$ cat config.mk
export PLATFORM = sky130hd
export DESIGN_NAME = d_mem_ring_rsp_flat
export DESIGN_NICKNAME = d
export VERILOG_FILES = /design/src/rtl/d_mem_ring_rsp_pkg.sv /design/src/rtl/d_mem_ring_rsp_if.sv /design/src/rtl/d_mem_ring_rsp.sv /design/src/flat_wrapper.sv
export SDC_FILE = /design/constraint.sdc
export NUM_CORES = 1
export LEC_CHECK = 0
export ABC_CLOCK_PERIOD_IN_PS = 1100
export CORE_MARGIN = 1
export CORE_UTILIZATION = 29
export CTS_CLUSTER_DIAMETER = 40
export DETAILED_ROUTE_END_ITERATION = 10
export GPL_TIMING_DRIVEN = 0
export PLACE_DENSITY_LB_ADDON = 0.3
export SYNTH_ARGS = -nofsm -noshare
export SYNTH_HDL_FRONTEND = slang
export SYNTH_SLANG_ARGS = --single-unit
$ cat constraint.sdc
create_clock -name clock -period 1.1 [get_ports clock]
set_input_delay 0.22 -clock clock [delete_from_list [all_inputs] [get_ports clock]]
set_output_delay 0.22 -clock clock [all_outputs]
set_load 0.02 [all_outputs]
$ cat src/rtl/d_mem_ring_rsp_pkg.sv
// Shared types and sizes for the ring-side data-memory responder.
// Ring opcodes, responder FSM states and the default field widths.
package d_mem_ring_rsp_pkg;

    localparam int unsigned MSB_D_MEM    = 11;
    localparam int unsigned D_MEM_ADDR_W = MSB_D_MEM + 1;
    localparam int unsigned RING_SRC_W   = 8;

    typedef enum logic [1:0] {
        RING_RD     = 2'd0,
        RING_WR     = 2'd1,
        RING_RD_RSP = 2'd2,
        RING_WR_ACK = 2'd3
    } t_ring_opcode;

    typedef enum logic [1:0] {
        S_IDLE    = 2'd0,
        S_RD_WAIT = 2'd1,
        S_RSP     = 2'd2
    } t_rsp_state;

    // Only RD and WR are legal as requests; response opcodes arriving here are dropped.
    function automatic logic is_mem_req(input t_ring_opcode op);
        return (op == RING_RD) || (op == RING_WR);
    endfunction

endpackage

$ cat src/rtl/d_mem_ring_rsp_if.sv
// Ring request/response channel between a ring stop (master) and the d_mem responder (slave).
interface d_mem_ring_rsp_if #(
    parameter int unsigned SRC_W  = d_mem_ring_rsp_pkg::RING_SRC_W,
    parameter int unsigned ADDR_W = d_mem_ring_rsp_pkg::D_MEM_ADDR_W
);
    import d_mem_ring_rsp_pkg::*;

    logic               req_valid;
    logic               req_ready;
    t_ring_opcode       req_opcode;
    logic [ADDR_W-1:0]  req_address;
    logic [31:0]        req_data;
    logic [3:0]         req_byteena;
    logic [SRC_W-1:0]   req_src;

    logic               rsp_valid;
    logic               rsp_ready;
    t_ring_opcode       rsp_opcode;
    logic [ADDR_W-1:0]  rsp_address;
    logic [31:0]        rsp_data;
    logic [SRC_W-1:0]   rsp_src;

    modport master (
        output req_valid, req_opcode, req_address, req_data, req_byteena, req_src,
        input  req_ready,
        input  rsp_valid, rsp_opcode, rsp_address, rsp_data, rsp_src,
        output rsp_ready
    );

    modport slave (
        input  req_valid, req_opcode, req_address, req_data, req_byteena, req_src,
        output req_ready,
        output rsp_valid, rsp_opcode, rsp_address, rsp_data, rsp_src,
        input  rsp_ready
    );

endinterface

$ cat src/rtl/d_mem_ring_rsp.sv
// Ring-side responder owning port b of the data memory; hides the one-cycle read latency.
// Optional LOTR_RING_WR_ACK_EN: writes return a RING_WR_ACK instead of being posted.
module d_mem_ring_rsp
    import d_mem_ring_rsp_pkg::*;
#(
    parameter int unsigned SRC_W  = RING_SRC_W,
    parameter int unsigned ADDR_W = D_MEM_ADDR_W
) (
    input  logic              clock,
    input  logic              rst_n,
    d_mem_ring_rsp_if.slave   ring,
    output logic [ADDR_W-3:0] address_b,
    output logic [3:0]        byteena_b,
    output logic [31:0]       data_b,
    output logic              rden_b,
    output logic              wren_b,
    input  logic [31:0]       q_b
);

    t_rsp_state         state_q, state_d;
    logic               rsp_valid_q, rsp_valid_d;
    t_ring_opcode       rsp_opcode_q, rsp_opcode_d;
    logic [ADDR_W-1:0]  rsp_address_q, rsp_address_d;
    logic [31:0]        rsp_data_q, rsp_data_d;
    logic [SRC_W-1:0]   rsp_src_q, rsp_src_d;
    logic               accept;

    assign ring.req_ready = (state_q == S_IDLE);

    // Gated by rst_n so a request presented during reset never reaches the memory.
    assign accept = ring.req_valid && ring.req_ready && rst_n;

    assign address_b = ring.req_address[ADDR_W-1:2];
    assign byteena_b = ring.req_byteena;
    assign data_b    = ring.req_data;
    assign rden_b    = accept && (ring.req_opcode == RING_RD);
    assign wren_b    = accept && (ring.req_opcode == RING_WR);

    assign ring.rsp_valid   = rsp_valid_q;
    assign ring.rsp_opcode  = rsp_opcode_q;
    assign ring.rsp_address = rsp_address_q;
    assign ring.rsp_data    = rsp_data_q;
    assign ring.rsp_src     = rsp_src_q;

    always_comb begin
        state_d       = state_q;
        rsp_valid_d   = rsp_valid_q;
        rsp_opcode_d  = rsp_opcode_q;
        rsp_address_d = rsp_address_q;
        rsp_data_d    = rsp_data_q;
        rsp_src_d     = rsp_src_q;

        unique case (state_q)
            S_IDLE: begin
                if (accept && is_mem_req(ring.req_opcode)) begin
                    if (ring.req_opcode == RING_RD) begin
                        rsp_address_d = ring.req_address;
                        rsp_src_d     = ring.req_src;
                        state_d       = S_RD_WAIT;
                    end else begin
`ifdef LOTR_RING_WR_ACK_EN
                        rsp_address_d = ring.req_address;
                        rsp_src_d     = ring.req_src;
                        rsp_opcode_d  = RING_WR_ACK;
                        rsp_data_d    = 32'h0;
                        rsp_valid_d   = 1'b1;
                        state_d       = S_RSP;
`endif
                    end
                end
            end
            S_RD_WAIT: begin
                // q_b is valid exactly one cycle after rden_b.
                rsp_data_d   = q_b;
                rsp_opcode_d = RING_RD_RSP;
                rsp_valid_d  = 1'b1;
                state_d      = S_RSP;
            end
            S_RSP: begin
                if (ring.rsp_ready) begin
                    rsp_valid_d = 1'b0;
                    state_d     = S_IDLE;
                end
            end
            default: begin
                rsp_valid_d = 1'b0;
                state_d     = S_IDLE;
            end
        endcase
    end

    always_ff @(posedge clock) begin
        if (!rst_n) begin
            state_q       <= S_IDLE;
            rsp_valid_q   <= 1'b0;
            rsp_opcode_q  <= RING_RD_RSP;
            rsp_address_q <= '0;
            rsp_data_q    <= 32'h0;
            rsp_src_q     <= '0;
        end else begin
            state_q       <= state_d;
            rsp_valid_q   <= rsp_valid_d;
            rsp_opcode_q  <= rsp_opcode_d;
            rsp_address_q <= rsp_address_d;
            rsp_data_q    <= rsp_data_d;
            rsp_src_q     <= rsp_src_d;
        end
    end

endmodule
$ cat src/flat_wrapper.sv
// flat-port wrapper written by rule: the top's interface ports become plain ports
module d_mem_ring_rsp_flat import d_mem_ring_rsp_pkg::*;
#(
    parameter int unsigned SRC_W  = RING_SRC_W,
    parameter int unsigned ADDR_W = D_MEM_ADDR_W
)
  (clock, rst_n, address_b, byteena_b, data_b, rden_b, wren_b, q_b, ring_req_valid, ring_req_opcode, ring_req_address, ring_req_data, ring_req_byteena, ring_req_src, ring_req_ready, ring_rsp_valid, ring_rsp_opcode, ring_rsp_address, ring_rsp_data, ring_rsp_src, ring_rsp_ready);
  d_mem_ring_rsp_if #(.SRC_W(SRC_W), .ADDR_W(ADDR_W)) ring_i ();
  input  logic clock;
  input  logic rst_n;
  output logic [ADDR_W-3:0] address_b;
  output logic [3:0] byteena_b;
  output logic [31:0] data_b;
  output logic rden_b;
  output logic wren_b;
  input  logic [31:0] q_b;
  input wire logic [$bits(ring_i.req_valid)-1:0] ring_req_valid;
  input wire logic [$bits(ring_i.req_opcode)-1:0] ring_req_opcode;
  input wire logic [$bits(ring_i.req_address)-1:0] ring_req_address;
  input wire logic [$bits(ring_i.req_data)-1:0] ring_req_data;
  input wire logic [$bits(ring_i.req_byteena)-1:0] ring_req_byteena;
  input wire logic [$bits(ring_i.req_src)-1:0] ring_req_src;
  output wire logic [$bits(ring_i.req_ready)-1:0] ring_req_ready;
  output wire logic [$bits(ring_i.rsp_valid)-1:0] ring_rsp_valid;
  output wire logic [$bits(ring_i.rsp_opcode)-1:0] ring_rsp_opcode;
  output wire logic [$bits(ring_i.rsp_address)-1:0] ring_rsp_address;
  output wire logic [$bits(ring_i.rsp_data)-1:0] ring_rsp_data;
  output wire logic [$bits(ring_i.rsp_src)-1:0] ring_rsp_src;
  input wire logic [$bits(ring_i.rsp_ready)-1:0] ring_rsp_ready;
  assign ring_i.req_valid = ring_req_valid;
  assign ring_i.req_opcode = ring_req_opcode;
  assign ring_i.req_address = ring_req_address;
  assign ring_i.req_data = ring_req_data;
  assign ring_i.req_byteena = ring_req_byteena;
  assign ring_i.req_src = ring_req_src;
  assign ring_req_ready = ring_i.req_ready;
  assign ring_rsp_valid = ring_i.rsp_valid;
  assign ring_rsp_opcode = ring_i.rsp_opcode;
  assign ring_rsp_address = ring_i.rsp_address;
  assign ring_rsp_data = ring_i.rsp_data;
  assign ring_rsp_src = ring_i.rsp_src;
  assign ring_i.rsp_ready = ring_rsp_ready;
  d_mem_ring_rsp #(.SRC_W(SRC_W), .ADDR_W(ADDR_W)) u_core (.clock(clock), .rst_n(rst_n), .ring(ring_i), .address_b(address_b), .byteena_b(byteena_b), .data_b(data_b), .rden_b(rden_b), .wren_b(wren_b), .q_b(q_b));
endmodule
# After elaboration in Yosys (flattened, before gate mapping)
# Index checks and enable logic that the tools add are counted.
[word_totals] register_bits=55 input_bits=94
[classes] eq_ne=6 n_mux=6 bitwise=1 n_reduce_logical=11
[op_table] cell="$mux W2" count=3
[op_table] cell="$ne A2 B2 Y1 const B" count=3
[op_table] cell="$pmux W2 S3" count=1
[op_table] cell="$reduce_and A3 Y1" count=2
[op_table] cell="$logic_and A1 B1 Y1" count=5
[op_table] cell="$eq A2 B1 Y1 const B" count=2
[op_table] cell="$logic_not A2 Y1" count=2
[op_table] cell="$pmux W1 S3" count=1
[op_table] cell="$eq A2 B2 Y1 const B" count=1
[op_table] cell="$reduce_and A2 Y1" count=1
[op_table] cell="$logic_or A1 B1 Y1" count=1
[op_table] cell="$mux W1" count=1
[op_table] cell="$not A1 Y1" count=1

# Longest topological paths before layout
[logic_depth] word_depth=6 ltp_mapped=5 ltp_nobuf=3

# Worst setup path before layout
# OpenSTA, ideal clock, no wires.
[synth_timing] path_kind="input to output" start="input rst_n" end="output wren_b" arrival_ns=0.940 path_slack_ns=-0.060 path_stages=3 n_path_buf=1 cell_sequence="buf_2 -> nand4b_1 -> nor3_1"
[synth_between] elab_chain_cells=2
[synth_lines] element="from (decl)" line="flat_wrapper.sv:10" source="input logic rst_n;"
[synth_lines] element="$logic_and A1 B1 Y1" line="d_mem_ring_rsp.sv:31" source="assign accept = ring.req_valid && ring.req_ready && rst_n;"
[synth_lines] element="$logic_and A1 B1 Y1" line="d_mem_ring_rsp.sv:37" source="assign wren_b = accept && (ring.req_opcode == RING_WR);"
[synth_lines] element="to (decl)" line="flat_wrapper.sv:15" source="output logic wren_b;"
# Every way passes these cells.

# Worst setup path after layout
[layout_timing] start="input ring_req_opcode[1]" end="output rden_b"
[layout_between] elab_chain_cells=2
[layout_lines] element="from (decl)" line="flat_wrapper.sv:18" source="input wire logic [$bits(ring_i.req_opcode)-1:0] ring_req_opcode;"
[layout_lines] element="$logic_not A2 Y1" line="d_mem_ring_rsp.sv:36" source="assign rden_b = accept && (ring.req_opcode == RING_RD);"
[layout_lines] element="$logic_and A1 B1 Y1" line="d_mem_ring_rsp.sv:36"
[layout_lines] element="to (decl)" line="flat_wrapper.sv:14" source="output logic rden_b;"
# Every way passes these cells.

==> flow_summary_export.csv <==
group,metric,value,unit
clocking,deepest_level_of_the_cts_h_tree,2,
floorplan,die_y_extent,93.14,um
pwr,peakVddDrop,0.6543,mV
cells_and_area,layout-area-overhead-vs-synth,77.71,%
route,drc,0,
flow_run,max_cap_viol_count,0,
floorplan,die-width,93.14,um
grt,antenna_found_initial,0,
cells_and_area,diodes,0,
worst_setup_path,end_kind,"output port",
synthesis,simple_gate_portion_of_the_synthesized_area,20.05,%
grt,via_count_of_the_first_global_routing_pass,2528,
clocking,numCtsBuffers,5,
floorplan,floorplan.io_pins,198,
route,dr.pass1.iters,4,
clocking,tritoncts_clock_tree,"built",
timing,fin_skew,5.069,ps
clocking,cts.hold.buffers_added,0,
route,finalWirelength,7288,um
hold_path,hold_crit_path_type,"in -> reg",
worst_setup_path,worst_setup_path_start_kind,"input pin",
cells_and_area,filler_cell_count_in_the_final_layout,785,
route,vias_per_cell,4.394,
floorplan,core.rowCount,32,
route,final_antenna_net_count,0,
cells_and_area,layout.nets,572,
timing,setup_slack,-254.2,ps
timing,hold_violations,0,
clocking,clk_transition_reported_paths,90,ps
synthesis,yosys.area.top_type,"sky130_fd_sc_hd__dfxtp_1",
timing,setup_viol_count_final,36,
grt,grt_max_degree,16,
place,detailed_place_hpwl,5259,um
grt,global_route.peak_usage_layer,"met2",
timing,report.final.slew_viol_count,0,
worst_setup_path,critPathKind,"in -> out",
synthesis,synthesis.yosys.warnings,0,
synthesis,main_combinational_cell_family_by_area_after_synthesis,"simple AND/OR/NAND/NOR gates",
synthesis,synth_adder_area_share,0,%
route,first_iter_violations,72,
place,routabilityCongestion,0.6978,
pwr,report.power.total,4215,uW
synthesis,post_synth_num_cell_types,22,
route,routed-via-count,2553,
place,numPortBuffers,159,
clocking,insertion_delay,300,ps
synthesis,post_synth_instance_area,2409,um2
floorplan,floorplan.die_area,8674,um2
grt,grt_pass1_wl,11320,um
clocking,ctsLongestPathBuffers,2,
synthesis,synth_cells,293,
synthesis,synth-seq-cells,55,
place,worst_slack_after_detailed_placement,-1099,ps
timing,holdWs,297.8,ps
worst_setup_path,timing.critical_path.required,880,ps
floorplan,initial_utilization,30.54,%
clocking,ctsRootBufferMaster,"sky130_fd_sc_hd__clkbuf_8",
synthesis,synth.avg_cell_area,8.220,um2
cells_and_area,layout-drive-gt1-share,35.91,%
worst_setup_path,crit_arrival,1130,ps
timing,fmax,738.5,MHz
synthesis,synth_area_in_xor_xnor,0,%
synthesis,multiplexer_area_fraction_after_synthesis,0,%
worst_setup_path,worst-path-max-fanout,3,
grt,gr-usage-met2,30.88,%
grt,globalRouteMet1Util,17.83,%
synthesis,synth_seq_area_share,45.71,%
pwr,total_leakage_power,0.002023,uW
timing,period_needed,1354,ps
grt,met3_usage,4.797,%
floorplan,floorplan.core_area,7888,um2
run_status,failed_checks,"negative setup slack",
route,detail_route.wl_per_cell,12.54,um
clocking,cts.sinks,55,
pwr,power_per_cell_area,984.7,nW/um2
synthesis,synth_compound_gate_area_share,14.96,%
timing,final_min_period_over_clock_period,123.1,%
grt,grt_overflow_total,0,
synthesis,synthDominantCellAreaShare,45.71,%
synthesis,syn_nets,387,
grt,grt_util_all_layers,16.34,%
synthesis,ys_top_cells_by_area,"sky130_fd_sc_hd__dfxtp_1 (46%), sky130_fd_sc_hd__buf_4 (16%), sky130_fd_sc_hd__nand2_1 (13%)",
timing,setup_repair_after_global_routing_missed_its_margin,"true",
run_status,run_status,"finished with violations",
## stage by stage
step | cells | TNS, ps | area [um2] | util (%)
finish | 581 | -5959 | 4280 | 54.27
global route | 581 | -8400 | 4280 | 54.27
CTS | 580 | -5897 | 4222 | 53.52
detailed placement | 554 | -36750 | 4138 | 52.46
global placement | 554 | -34750 | 4138 | 52.46
floorplan | 293 | 0 | 2419 | -
## synth_stat cells
| cell | n |
|---|---|
| sky130_fd_sc_hd__nand2_1 | 84 |
| sky130_fd_sc_hd__dfxtp_1 | 55 |
| sky130_fd_sc_hd__buf_4 | 52 |
| sky130_fd_sc_hd__a21boi_0 | 28 |
| sky130_fd_sc_hd__o21ai_0 | 21 |
| sky130_fd_sc_hd__nand3_1 | 19 |
| sky130_fd_sc_hd__buf_2 | 7 |
| sky130_fd_sc_hd__clkbuf_1 | 7 |
| sky130_fd_sc_hd__a21boi_1 | 4 |
| sky130_fd_sc_hd__and2_1 | 2 |
| sky130_fd_sc_hd__conb_1 | 2 |
| sky130_fd_sc_hd__nor2_1 | 2 |
| sky130_fd_sc_hd__a21oi_1 | 1 |
| sky130_fd_sc_hd__and2b_1 | 1 |
| sky130_fd_sc_hd__and4bb_2 | 1 |
| sky130_fd_sc_hd__clkbuf_2 | 1 |
| sky130_fd_sc_hd__nand2b_1 | 1 |
| sky130_fd_sc_hd__nand4_1 | 1 |
| sky130_fd_sc_hd__nand4b_1 | 1 |
| sky130_fd_sc_hd__nor2b_1 | 1 |
| sky130_fd_sc_hd__nor3_1 | 1 |
| sky130_fd_sc_hd__o211a_1 | 1 |
## worst paths after layout
kind | startpoint | to | slack, ps | depth (start not counted)
setup reg to reg | u_core.state_q[0]$_SDFFE_PN0P_ | u_core.ring.rsp_data[22]$_SDFFE_PN0P_ | -220 | 7
hold reg to reg | u_core.ring.rsp_address[5]$_SDFFE_PN0P_ | u_core.ring.rsp_address[5]$_SDFFE_PN0P_ | 450 | 2
setup / recovery | ring_req_opcode[1] | rden_b | -250 | 5
hold / removal | ring_req_address[5] | u_core.ring.rsp_address[5]$_SDFFE_PN0P_ | 300 | 3
## critical path, stage by stage
cell and delay, ps:
sky130_fd_sc_hd__dlygate4sd2_1 240, sky130_fd_sc_hd__and4bb_2 320, sky130_fd_sc_hd__and2_4 160, sky130_fd_sc_hd__buf_6 90, sky130_fd_sc_hd__buf_6 100
## final cells by class
cell class / instances / area, um2 / share of cell area [%]
well taps: 102 / 127.6 / 2.982
flip-flops and latches: 55 / 1109 / 25.90
plain buffers: 67 / 520.5 / 12.16
repair buffers: 178 / 1523 / 35.57
clock buffers: 8 / 100.1 / 2.338
multi-input cells: 171 / 900.9 / 21.05
## cells by family after synthesis
group,Yosys count
compound gates,55
buf+inv,67
flops,55
other cells,2
simple gates,114
## state kept, by name (all words and copies together), names as in the netlist
name and flops:
u_core.state_q 2, u_core.ring.rsp_address 12, u_core.ring.rsp_src 8, u_core.ring.rsp_valid 1, u_core.ring.rsp_data 32
## what timing repair did
| action | 4_1_cts | 5_1_grt |
|---|---|---|
| pin swaps | 7 | 5 |
| endpoints found under the setup margin | 149 | 61 |
| cloned | 5 | 0 |
| buffers inserted | 14 | 1 |
| gates resized for setup | 396 | 32 |
## power breakdown
group	internal, uW	switching, uW
Sequential	2040	25.9
Combinational	535	425
Clock	576	614
Total	3150	1070
## cell usage in the layout, fill, tap and decap left out, types with 15 or more instances in the layout
master and instances:
sky130_fd_sc_hd__o21ai_1 15, sky130_fd_sc_hd__buf_2 56, sky130_fd_sc_hd__dfxtp_1 53, sky130_fd_sc_hd__a21boi_1 27, sky130_fd_sc_hd__dlygate4sd2_1 43, sky130_fd_sc_hd__nand3_1 18, sky130_fd_sc_hd__clkdlybuf4s50_1 43, sky130_fd_sc_hd__nand2_1 80
sky130_fd_sc_hd__buf_4 63, sky130_fd_sc_hd__buf_6 17
## layer usage
layer / routed length, um / up-vias
met4: 50 / 0
met2: 3685 / 125
met5: 0 / -
met1: 2842 / 1160
met3: 711 / 4
li1: - / 1264
Note: power is estimated with default switching activity, not from simulation.
